`config.mk`:
```
export PLATFORM = sky130hd
export DESIGN_NAME = serial_bus_arbiter
export DESIGN_NICKNAME = d
export VERILOG_FILES = /design/src/rtl/serial_bus_pkg.sv /design/src/rtl/arb_req_rx.sv /design/src/rtl/serial_bus_arbiter.sv
export SDC_FILE = /design/constraint.sdc
export NUM_CORES = 1
export LEC_CHECK = 0
export CORE_MARGIN = 1
export CORE_UTILIZATION = 35
export CTS_BUF_LIST = sky130_fd_sc_hd__clkbuf_2 sky130_fd_sc_hd__clkbuf_4 sky130_fd_sc_hd__clkbuf_8
export CTS_CLUSTER_SIZE = 8
export DETAILED_ROUTE_END_ITERATION = 8
export PLACE_DENSITY = 0.56
export SLEW_MARGIN = 25
export SYNTH_ARGS = -nofsm -noshare
export SYNTH_HDL_FRONTEND = slang
export SYNTH_HIERARCHICAL = 1
export SYNTH_SLANG_ARGS = --single-unit
```
`constraint.sdc`:
```
create_clock -name clk -period 3.13 [get_ports clk]
set_clock_uncertainty 0.2 [all_clocks]
set_input_delay 0.4695 -clock clk [delete_from_list [all_inputs] [get_ports clk]]
set_output_delay 0.4695 -clock clk [all_outputs]
set_load 0.02 [all_outputs]
```
`src/rtl/serial_bus_pkg.sv`:
```
// Shared types, constants and the round-robin pick helper for serial_bus_arbiter
// and its per-master request receivers.
package serial_bus_pkg;

    localparam int unsigned MAX_MASTERS       = 16;
    localparam int unsigned GRANT_PULSE_LEN   = 2;
    localparam int unsigned RELEASE_PULSE_LEN = 1;

    typedef enum logic [2:0] {
        ArbIdle,
        ArbGrant,
        ArbGap,
        ArbOwn,
        ArbRelease
    } arb_state_t;

    typedef enum logic [1:0] {
        RxIdle,
        RxId,
        RxPend,
        RxWaitLow
    } rx_state_t;

    // First set bit at or after pointer. Bits above the real master count must be
    // zero, which makes the 4-bit wrap equivalent to wrapping modulo that count.
    function automatic logic [3:0] rr_pick(input logic [MAX_MASTERS-1:0] pending,
                                           input logic [3:0]             pointer);
        logic [3:0] pick;
        logic [3:0] idx;
        logic       found;
        pick  = pointer;
        found = 1'b0;
        for (int k = 0; k < int'(MAX_MASTERS); k++) begin
            idx = pointer + 4'(k);
            if (!found && pending[idx]) begin
                pick  = idx;
                found = 1'b1;
            end
        end
        return pick;
    endfunction

endpackage

```
`src/rtl/arb_req_rx.sv`:
```
// Per-master serial request receiver: start bit, MSB-first slave ID, then a
// pending flag held until the arbiter releases this master.
module arb_req_rx
    import serial_bus_pkg::*;
#(
    parameter int unsigned NUM_SLAVES = 3,
    parameter int unsigned S_ID_W     = 2
) (
    input  logic              clk,
    input  logic              rst,
    input  logic              arb_send_i,
    input  logic              release_i,
    output logic              pending_o,
    output logic [S_ID_W-1:0] id_o,
    output logic              bad_o
);

    localparam int unsigned BIT_W = (S_ID_W > 1) ? $clog2(S_ID_W) : 1;

    rx_state_t         state_q, state_d;
    logic [S_ID_W-1:0] shift_q, shift_d;
    logic [S_ID_W-1:0] id_q, id_d;
    logic [BIT_W-1:0]  bit_cnt_q, bit_cnt_d;
    logic              pending_q, pending_d;
    logic [S_ID_W-1:0] frame_id;

    always_comb begin
        state_d   = state_q;
        shift_d   = shift_q;
        id_d      = id_q;
        bit_cnt_d = bit_cnt_q;
        pending_d = pending_q;
        bad_o     = 1'b0;
        frame_id  = (shift_q << 1) | S_ID_W'(arb_send_i);
        unique case (state_q)
            RxIdle: begin
                if (arb_send_i) begin
                    state_d   = RxId;
                    shift_d   = '0;
                    bit_cnt_d = '0;
                end
            end
            RxId: begin
                shift_d   = frame_id;
                bit_cnt_d = bit_cnt_q + 1'b1;
                if (bit_cnt_q == BIT_W'(S_ID_W - 1)) begin
                    if (32'(frame_id) < NUM_SLAVES) begin
                        pending_d = 1'b1;
                        id_d      = frame_id;
                        state_d   = RxPend;
                    end else begin
                        bad_o   = 1'b1;
                        state_d = RxWaitLow;
                    end
                end
            end
            // arbSend is ignored while pending or owning; only the arbiter ends this state.
            RxPend: begin
                if (release_i) begin
                    pending_d = 1'b0;
                    state_d   = RxWaitLow;
                end
            end
            RxWaitLow: begin
                if (!arb_send_i) begin
                    state_d = RxIdle;
                end
            end
            default: state_d = RxIdle;
        endcase
    end

    always_ff @(posedge clk or posedge rst) begin
        if (rst) begin
            state_q   <= RxIdle;
            shift_q   <= '0;
            id_q      <= '0;
            bit_cnt_q <= '0;
            pending_q <= 1'b0;
        end else begin
            state_q   <= state_d;
            shift_q   <= shift_d;
            id_q      <= id_d;
            bit_cnt_q <= bit_cnt_d;
            pending_q <= pending_d;
        end
    end

    assign pending_o = pending_q;
    assign id_o      = id_q;

endmodule

```
`src/rtl/serial_bus_arbiter.sv`:
```
// Round-robin arbiter for the shared serial bus: grant pulse, gap, then bus-clear
// on arbCont, with registered master/slave selects. ARB_TIMEOUT_EN adds a forced
// release after TIMEOUT ownership cycles and a timeoutFlag output.
module serial_bus_arbiter
    import serial_bus_pkg::*;
#(
    parameter int unsigned NUM_MASTERS = 2,
    parameter int unsigned NUM_SLAVES  = 3,
    parameter int unsigned S_ID_W      = 2,
    parameter int unsigned GRANT_GAP   = 3
`ifdef ARB_TIMEOUT_EN
    ,
    parameter int unsigned TIMEOUT     = 1024
`endif
) (
    input  logic                   clk,
    input  logic                   rst,
    input  logic [NUM_MASTERS-1:0] arbSend,
    output logic [NUM_MASTERS-1:0] arbCont,
    output logic [NUM_MASTERS-1:0] mSel,
    output logic [S_ID_W-1:0]      sSel,
    output logic                   busBusy,
    output logic                   badReq
`ifdef ARB_TIMEOUT_EN
    ,
    output logic                   timeoutFlag
`endif
);

    localparam int unsigned IDX_W = (NUM_MASTERS > 1) ? $clog2(NUM_MASTERS) : 1;
    localparam int unsigned CNT_W = $clog2(GRANT_GAP + GRANT_PULSE_LEN + 1);

    arb_state_t             state_q, state_d;
    logic [IDX_W-1:0]       owner_q, owner_d;
    logic [IDX_W-1:0]       rr_ptr_q, rr_ptr_d;
    logic [CNT_W-1:0]       cnt_q, cnt_d;
    logic [NUM_MASTERS-1:0] arb_cont_q, arb_cont_d;
    logic [NUM_MASTERS-1:0] m_sel_q, m_sel_d;
    logic [S_ID_W-1:0]      s_sel_q, s_sel_d;
    logic                   bus_busy_q, bus_busy_d;
    logic                   bad_req_q, bad_req_d;
    logic [NUM_MASTERS-1:0] pending, rx_release, rx_bad, owner_oh;
    logic [S_ID_W-1:0]      rx_id [NUM_MASTERS];
    logic [MAX_MASTERS-1:0] pend_ext;

`ifdef ARB_TIMEOUT_EN
    localparam int unsigned TMO_W = $clog2(TIMEOUT + 1);
    logic [TMO_W-1:0] tmo_cnt_q, tmo_cnt_d;
    logic             timeout_q, timeout_d;
`endif

    for (genvar m = 0; m < NUM_MASTERS; m++) begin : g_rx
        arb_req_rx #(
            .NUM_SLAVES(NUM_SLAVES),
            .S_ID_W    (S_ID_W)
        ) u_rx (
            .clk       (clk),
            .rst       (rst),
            .arb_send_i(arbSend[m]),
            .release_i (rx_release[m]),
            .pending_o (pending[m]),
            .id_o      (rx_id[m]),
            .bad_o     (rx_bad[m])
        );
    end

    always_comb begin
        state_d    = state_q;
        owner_d    = owner_q;
        rr_ptr_d   = rr_ptr_q;
        cnt_d      = cnt_q;
        rx_release = '0;
        pend_ext   = '0;
        pend_ext[NUM_MASTERS-1:0] = pending;
`ifdef ARB_TIMEOUT_EN
        tmo_cnt_d  = tmo_cnt_q;
        timeout_d  = 1'b0;
`endif
        unique case (state_q)
            ArbIdle: begin
                if (|pending) begin
                    owner_d = IDX_W'(rr_pick(pend_ext, 4'(rr_ptr_q)));
                    cnt_d   = '0;
                    state_d = ArbGrant;
                end
            end
            ArbGrant: begin
                cnt_d = cnt_q + 1'b1;
                if (cnt_q == CNT_W'(GRANT_PULSE_LEN - 1)) begin
                    cnt_d   = '0;
                    state_d = ArbGap;
                end
            end
            ArbGap: begin
                cnt_d = cnt_q + 1'b1;
                if (cnt_q == CNT_W'(GRANT_GAP - 1)) begin
                    cnt_d   = '0;
                    state_d = ArbOwn;
`ifdef ARB_TIMEOUT_EN
                    tmo_cnt_d = '0;
`endif
                end
            end
            ArbOwn: begin
`ifdef ARB_TIMEOUT_EN
                tmo_cnt_d = tmo_cnt_q + 1'b1;
`endif
                if (arbSend[owner_q]) begin
                    cnt_d   = '0;
                    state_d = ArbRelease;
                end
`ifdef ARB_TIMEOUT_EN
                else if (tmo_cnt_q == TMO_W'(TIMEOUT - 1)) begin
                    cnt_d     = '0;
                    timeout_d = 1'b1;
                    state_d   = ArbRelease;
                end
`endif
            end
            ArbRelease: begin
                cnt_d = cnt_q + 1'b1;
                if (cnt_q == CNT_W'(RELEASE_PULSE_LEN - 1)) begin
                    rx_release[owner_q] = 1'b1;
                    rr_ptr_d = (owner_q == IDX_W'(NUM_MASTERS - 1)) ? '0 : owner_q + 1'b1;
                    cnt_d    = '0;
                    state_d  = ArbIdle;
                end
            end
            default: state_d = ArbIdle;
        endcase

        // Outputs follow the next state so they change on the same edge as the FSM.
        owner_oh          = '0;
        owner_oh[owner_d] = 1'b1;
        bus_busy_d = (state_d == ArbGrant) || (state_d == ArbGap) || (state_d == ArbOwn);
        arb_cont_d = ((state_d == ArbGrant) || (state_d == ArbOwn)) ? owner_oh : '0;
        m_sel_d    = bus_busy_d ? owner_oh : '0;
        s_sel_d    = bus_busy_d ? rx_id[owner_d] : '0;
        bad_req_d  = |rx_bad;
    end

    always_ff @(posedge clk or posedge rst) begin
        if (rst) begin
            state_q    <= ArbIdle;
            owner_q    <= '0;
            rr_ptr_q   <= '0;
            cnt_q      <= '0;
            arb_cont_q <= '0;
            m_sel_q    <= '0;
            s_sel_q    <= '0;
            bus_busy_q <= 1'b0;
            bad_req_q  <= 1'b0;
        end else begin
            state_q    <= state_d;
            owner_q    <= owner_d;
            rr_ptr_q   <= rr_ptr_d;
            cnt_q      <= cnt_d;
            arb_cont_q <= arb_cont_d;
            m_sel_q    <= m_sel_d;
            s_sel_q    <= s_sel_d;
            bus_busy_q <= bus_busy_d;
            bad_req_q  <= bad_req_d;
        end
    end

`ifdef ARB_TIMEOUT_EN
    always_ff @(posedge clk or posedge rst) begin
        if (rst) begin
            tmo_cnt_q <= '0;
            timeout_q <= 1'b0;
        end else begin
            tmo_cnt_q <= tmo_cnt_d;
            timeout_q <= timeout_d;
        end
    end

    assign timeoutFlag = timeout_q;
`endif

    assign arbCont = arb_cont_q;
    assign mSel    = m_sel_q;
    assign sSel    = s_sel_q;
    assign busBusy = bus_busy_q;
    assign badReq  = bad_req_q;

endmodule

```
**Word-level counts from Yosys, hierarchy flattened**

Cells that the tools add are included.

- Register bits after elaboration: 30
- Latch bits: 0
- RAM bits: 0
- Memory bits (read-only): 0
- Input port bits: 4
- Output and inout port bits: 8
- Logic and storage cells: 302
- Memories: 0

- Add/subtract/negate cells: 19
- $mul: 0
- Divide/modulo/power cells: 0
- $lt $le $gt $ge: 23
- Equal/unequal tests: 27
- Shift operators: 0
- Muxes and demuxes: 155
- Bitwise gates (word level): 3
- Reduce and logical (&&, ||, !) cells: 56

Operator list:

| cell | count |
|---|---|
| 1-bit 2-to-1 mux | 102 |
| 1-bit binary-select mux with 4-bit select | 15 |
| 4-bit by 5-bit less-than comparator with 1-bit output (second input constant) | 12 |
| 2-bit 2-to-1 mux | 16 |
| 3-bit 2-to-1 mux | 10 |
| 3-bit one-hot mux with 5 select lines | 2 |
| 1-bit logical AND | 17 |
| 1-bit by 3-bit adder with 4-bit output (second input constant) | 4 |
| 1-bit by 4-bit adder with 4-bit output (second input constant) | 4 |
| 2-bit inequality test (second input constant) | 8 |
| 2-bit one-hot mux with 4 select lines | 2 |
| 4-bit AND reduction | 4 |
| 3-bit by 2-bit == test with 1-bit output (second input constant) | 5 |
| 1-bit logical NOT | 15 |
| 1-bit one-hot mux with 2 select lines | 6 |
| 3-bit by 5-bit less-than comparator with 1-bit output (second input constant) | 2 |
| 3-bit by 1-bit == test with 1-bit output (second input constant) | 3 |
| 3-bit AND reduction | 3 |
| 2-bit by 3-bit adder with 4-bit output (second input constant) | 2 |
| 2-bit == test (second input constant) | 4 |
| 2-bit by 1-bit inequality test with 1-bit output (second input constant) | 4 |
| 2-bit nonzero test | 4 |
| 1-bit by 2-bit adder with 3-bit output (second input constant) | 2 |
| 3-bit logical NOT | 2 |
| other kinds (21) | 35 |

**Longest topological paths before layout**

- Depth in word-level cells: 85
- Gate-level depth with buffers: 7
- Gate-level depth less buffers: 7

**Hierarchy**

The synthesis kept the hierarchy.

Modules (own cells, without submodules):

| module | instances | cells an instance | area each (um^2) | sequential area each (um^2) |
|---|---|---|---|---|
| serial_bus_arbiter | 1 | 90 | 893.4 | 400.4 |
| arb_req_rx | 2 | 44 | 406.6 | 175.2 |

**Worst setup path after synthesis**

No wires, ideal clock.

- Path type: reg2reg
- Start point: register state_q[0] (netlist name)
- End point: register g_rx[0].u_rx.state_q[0]
- Library setup time: 0.134 ns
- Data arrival time: 1.451 ns
- Data required time: 2.796 ns
- Path slack: 1.345 ns
- Stages on the path, launching flop included: 8
- Path buffers: 1
- Period minus slack after synthesis: 1.785 ns
- Cell sequence: dfrtp_1 -> buf_6 -> nor2_1 -> nand4_1 -> nor2_1 -> o2111ai_2 -> a311oi_1 -> o22ai_1

RTL lines:

| element | line | RTL |
|---|---|---|
| to (signal assigned) | arb_req_rx.sv:75 | `state_q <= RxIdle;` |
| to (signal assigned) | arb_req_rx.sv:81 | `state_q <= state_d;` |
| to (decl) | arb_req_rx.sv:20 | `rx_state_t state_q, state_d;` |

==> results.md <==
* H-tree levels at 2
* Setup TNS Final at 0 ns
* Pwr Density at 1020 nW/um^2
* Worst r2r src: state_q[0]$_DFF_PP0_
* First-pass GRT wire length at 5630 um
* Clk pwr share at 16.1%
* Gpl congestion at 0.767
* DRT iter0 DRCs at 68
* Syn nets at 196
* Pleak at 0.899 nW
* Net Sw Frac at 40.8%
* Post-route minimum period at 2.10 ns
* Int Pwr at 0.00118 W
* Slew Viols, Final at 0
* Arrival @ worst endpoint at 2.04 ns
* Die area at 5160 um^2
* Max_slew headroom at 58.4%
* Resize count post-CTS at 0
* CTS Buf Count at 5
* Effective utilization at floorplan at 36.4%
* Die width at 71.8 um
* Worst vdd ir at 0.418 mV
* Reg2reg path depth at 6
* Peak Freq at 477 MHz
* IO buf count at 11
* Post-Route Utilization at 41.6%
* WS Path Type: reg -> reg
* Final worst slack at 1.03 ns
* Nets at 211
* Final setup vio count at 0
* Hold EP: rr_ptr_q$_DFFE_PP0P_
* Min-delay src: rr_ptr_q$_DFFE_PP0P_
* Sequential share of power at 35.4%
* Total grt overflow at 0
* Post-CTS Repair Setup Buffers at 0
* HP Class: reg -> reg
* Total of warnings raised by yosys at 6
* Final cycle utilization of the critical path at 67.0%
* Share of the synthesized area in the top cell type at 44.0%
* RSZ-0062 raised after global routing: false
* Hold Path Cell Cnt at 1
* Crit Path Max Fanout at 13
* Switching pwr at 0.000810 W
* Seq/Total Area, Yosys at 44.0%
* Maximum clock path buffer count at 2
* # IOs at 12
* Post-synthesis cell count at 178
* Hpwl dp at 2570 um
* Ant diodes at 0
* Worst EP required at 3.07 ns
* Layout cell share with drive strength beyond 1 at 10.8%
* Seq cells post-synth at 30
* Synth async-reset ratio at 100%
* Die H at 71.8 um
* Crit start category: flip-flop
* Fillers at 454
* TritonCTS Sinks at 30
* # hold bufs at CTS at 0
* Post-route DRC at 0
* EDFF count, synth at 0
* R2R setup slack at 1.03 ns
* Synth cell types at 43
* Place WS at 0.835 ns
* Outcome: completed
* Fin. Hold Viols at 0
* CTS tree: built
* Area growth, synth to finish at 14.4%
* Crit end category: flip-flop
* Largest cells by area after synthesis: dfrtp_1 44%, ha_1 10%, nor2_1 5.1%, nand2_1 4.6%, inv_1 4.4%
* Hold_ws at 0.282 ns
* # rows at 25
* FF-to-FF End: g_rx[0].u_rx/state_q[0]$_DFFE_PP0P_
* Via count at 1263
* Post-Syn Area per Cell at 9.59 um^2
* CTS root buf: clkbuf_8
* Antenna Violating Nets Remaining at 0
* Number of max-cap violations at 0
* Combinational share of power at 48.6%
* Worst Tran Pin Value at 0.623 ns
* Total Routing Usage GR at 14.3%
* Initial antenna violation count at 0
* Worst skew pair latency at 0.27 ns
* Via density at 5.09
* Synth area leader: dfrtp_1
* Detailed-route wire length per cell at 13.1 um
* Largest net degree at the start of global routing at 17
* Worst-path clk slew at 0.06 ns
* Drt first pass iters at 4
* Vias in the first global route at 1250
* Detailed Route WL at 3240 um
* Synth Flop Type: dfrtp_1
* Mapped cell area at 1710 um^2
* CORE AREA at 4690 um^2
[power groups by stage]
stage / registers (W) / clock network, W / logic [W]
floorplan: 0.000691 / 0 / 0.000744
global placement: 0.000696 / 0 / 0.000930
detailed placement: 0.000709 / 0 / 0.000975
CTS: 0.000702 / 0.000330 / 0.000978
global route: 0.000733 / 0.000354 / 0.00108
finish: 0.000702 / 0.000319 / 0.000964
[stage by stage]
| stage | cells | area, um^2 | total power, W |
|---|---|---|---|
| finish | 248 | 1950 | 0.00198 |
| global route | 248 | 1950 | 0.00217 |
| CTS | 248 | 1950 | 0.00201 |
| detailed placement | 240 | 1860 | 0.00168 |
| global placement | 240 | 1860 | 0.00163 |
| floorplan | 178 | 1710 | 0.00144 |
[worst max-delay path, stage by stage (launching register included)]
cell and delay (ns):
dfrtp_1 0.51, nor2_1 0.23, nand4_1 0.19, nor2_1 0.28, o2111ai_2 0.18, a311oi_1 0.25
o22ai_1 0.14
[cells in the mapped netlist, types with 2 or more instances]
cell and count:
dfrtp_1 30, nor2_1 23, nand2_1 21, inv_1 20
ha_1 14, o21ai_0 14, nand2b_1 4, a21boi_0 3
nand4_1 3, a21oi_2 2, a221oi_1 2, a311oi_1 2
a31oi_1 2, and3_1 2, buf_6 2, mux2_1 2
o2111ai_2 2, o211ai_1 2, o221ai_1 2, o22ai_1 2
or2b_1 2
[layer usage]
layer  track usage [%]  vias up  part of all wire, %
li1                  -      640                    -
met1              17.5      603                   46
met2              23.7       16                   50
met3              4.22        4                  2.5
met4              5.88        0                  1.1
met5                 0        -                    0
[logic make-up after synthesis]
kind of cell / Yosys count / synth area share (%)
flip-flops: 30 / 44.0
adder cells (fa/ha/maj): 14 / 10.3
multiplexers: 4 / 2.79
buffers and inverters: 23 / 6.01
AND/OR/NAND/NOR: 68 / 20.5
AO/OA/AOI/OAI: 39 / 16.4
[sequential cells by signal, indices dropped and copies added, names as in the netlist]
register	count
owner_q	1
state_q	3
rr_ptr_q	1
arbCont	2
g_rx.u_rx/state_q	4
busBusy	1
g_rx.u_rx/id_o	4
cnt_q	3
badReq	1
sSel	2
g_rx.u_rx/shift_q	2
g_rx.u_rx/pending_o	2
g_rx.u_rx/bit_cnt_q	2
mSel	2
[how the worst max path moves through the flow]
stage                                     from                                   to  slack [ns]  depth (start not counted)
final                     state_q[0]$_DFF_PP0_  g_rx[0].u_rx/state_q[0]$_DFFE_PP0P_        1.03                          6
after global routing      state_q[0]$_DFF_PP0_  g_rx[0].u_rx/state_q[0]$_DFFE_PP0P_        0.82                          6
after CTS                 state_q[0]$_DFF_PP0_  g_rx[0].u_rx/state_q[0]$_DFFE_PP0P_        1.01                          6
after detailed placement            arbSend[0]                    sSel[1]$_DFF_PP0_        0.84                          5
after global placement              arbSend[0]                    sSel[1]$_DFF_PP0_        0.86                          5
after floorplan           state_q[0]$_DFF_PP0_  g_rx[0].u_rx/state_q[0]$_DFFE_PP0P_        1.35                          7
[area by class of cell]
| cell class | count | area [um^2] | share of cell area [%] |
|---|---|---|---|
| clock inverter | 1 | 5.00 | 0.256 |
| inverter | 20 | 75.1 | 3.85 |
| clock buffer | 7 | 90.1 | 4.62 |
| timing repair buffer | 11 | 110 | 5.64 |
| tap | 54 | 67.6 | 3.46 |
| sequential | 30 | 751 | 38.5 |
| multi-input combinational | 125 | 853 | 43.7 |
[placed cells by master (no fill, tap or decap), drive strengths merged, types with 3 or more instances in the layout]
master          n
ha             14
a21boi          3
mux2            3
or2b            3
clkbuf          7
nand2          21
a21oi           3
nand4           3
inv            20
o21ai          14
dfrtp          30
nand2b          4
clkdlybuf4s50  11
nor2           23
No activity file was read; power rests on OpenSTA's default activity.
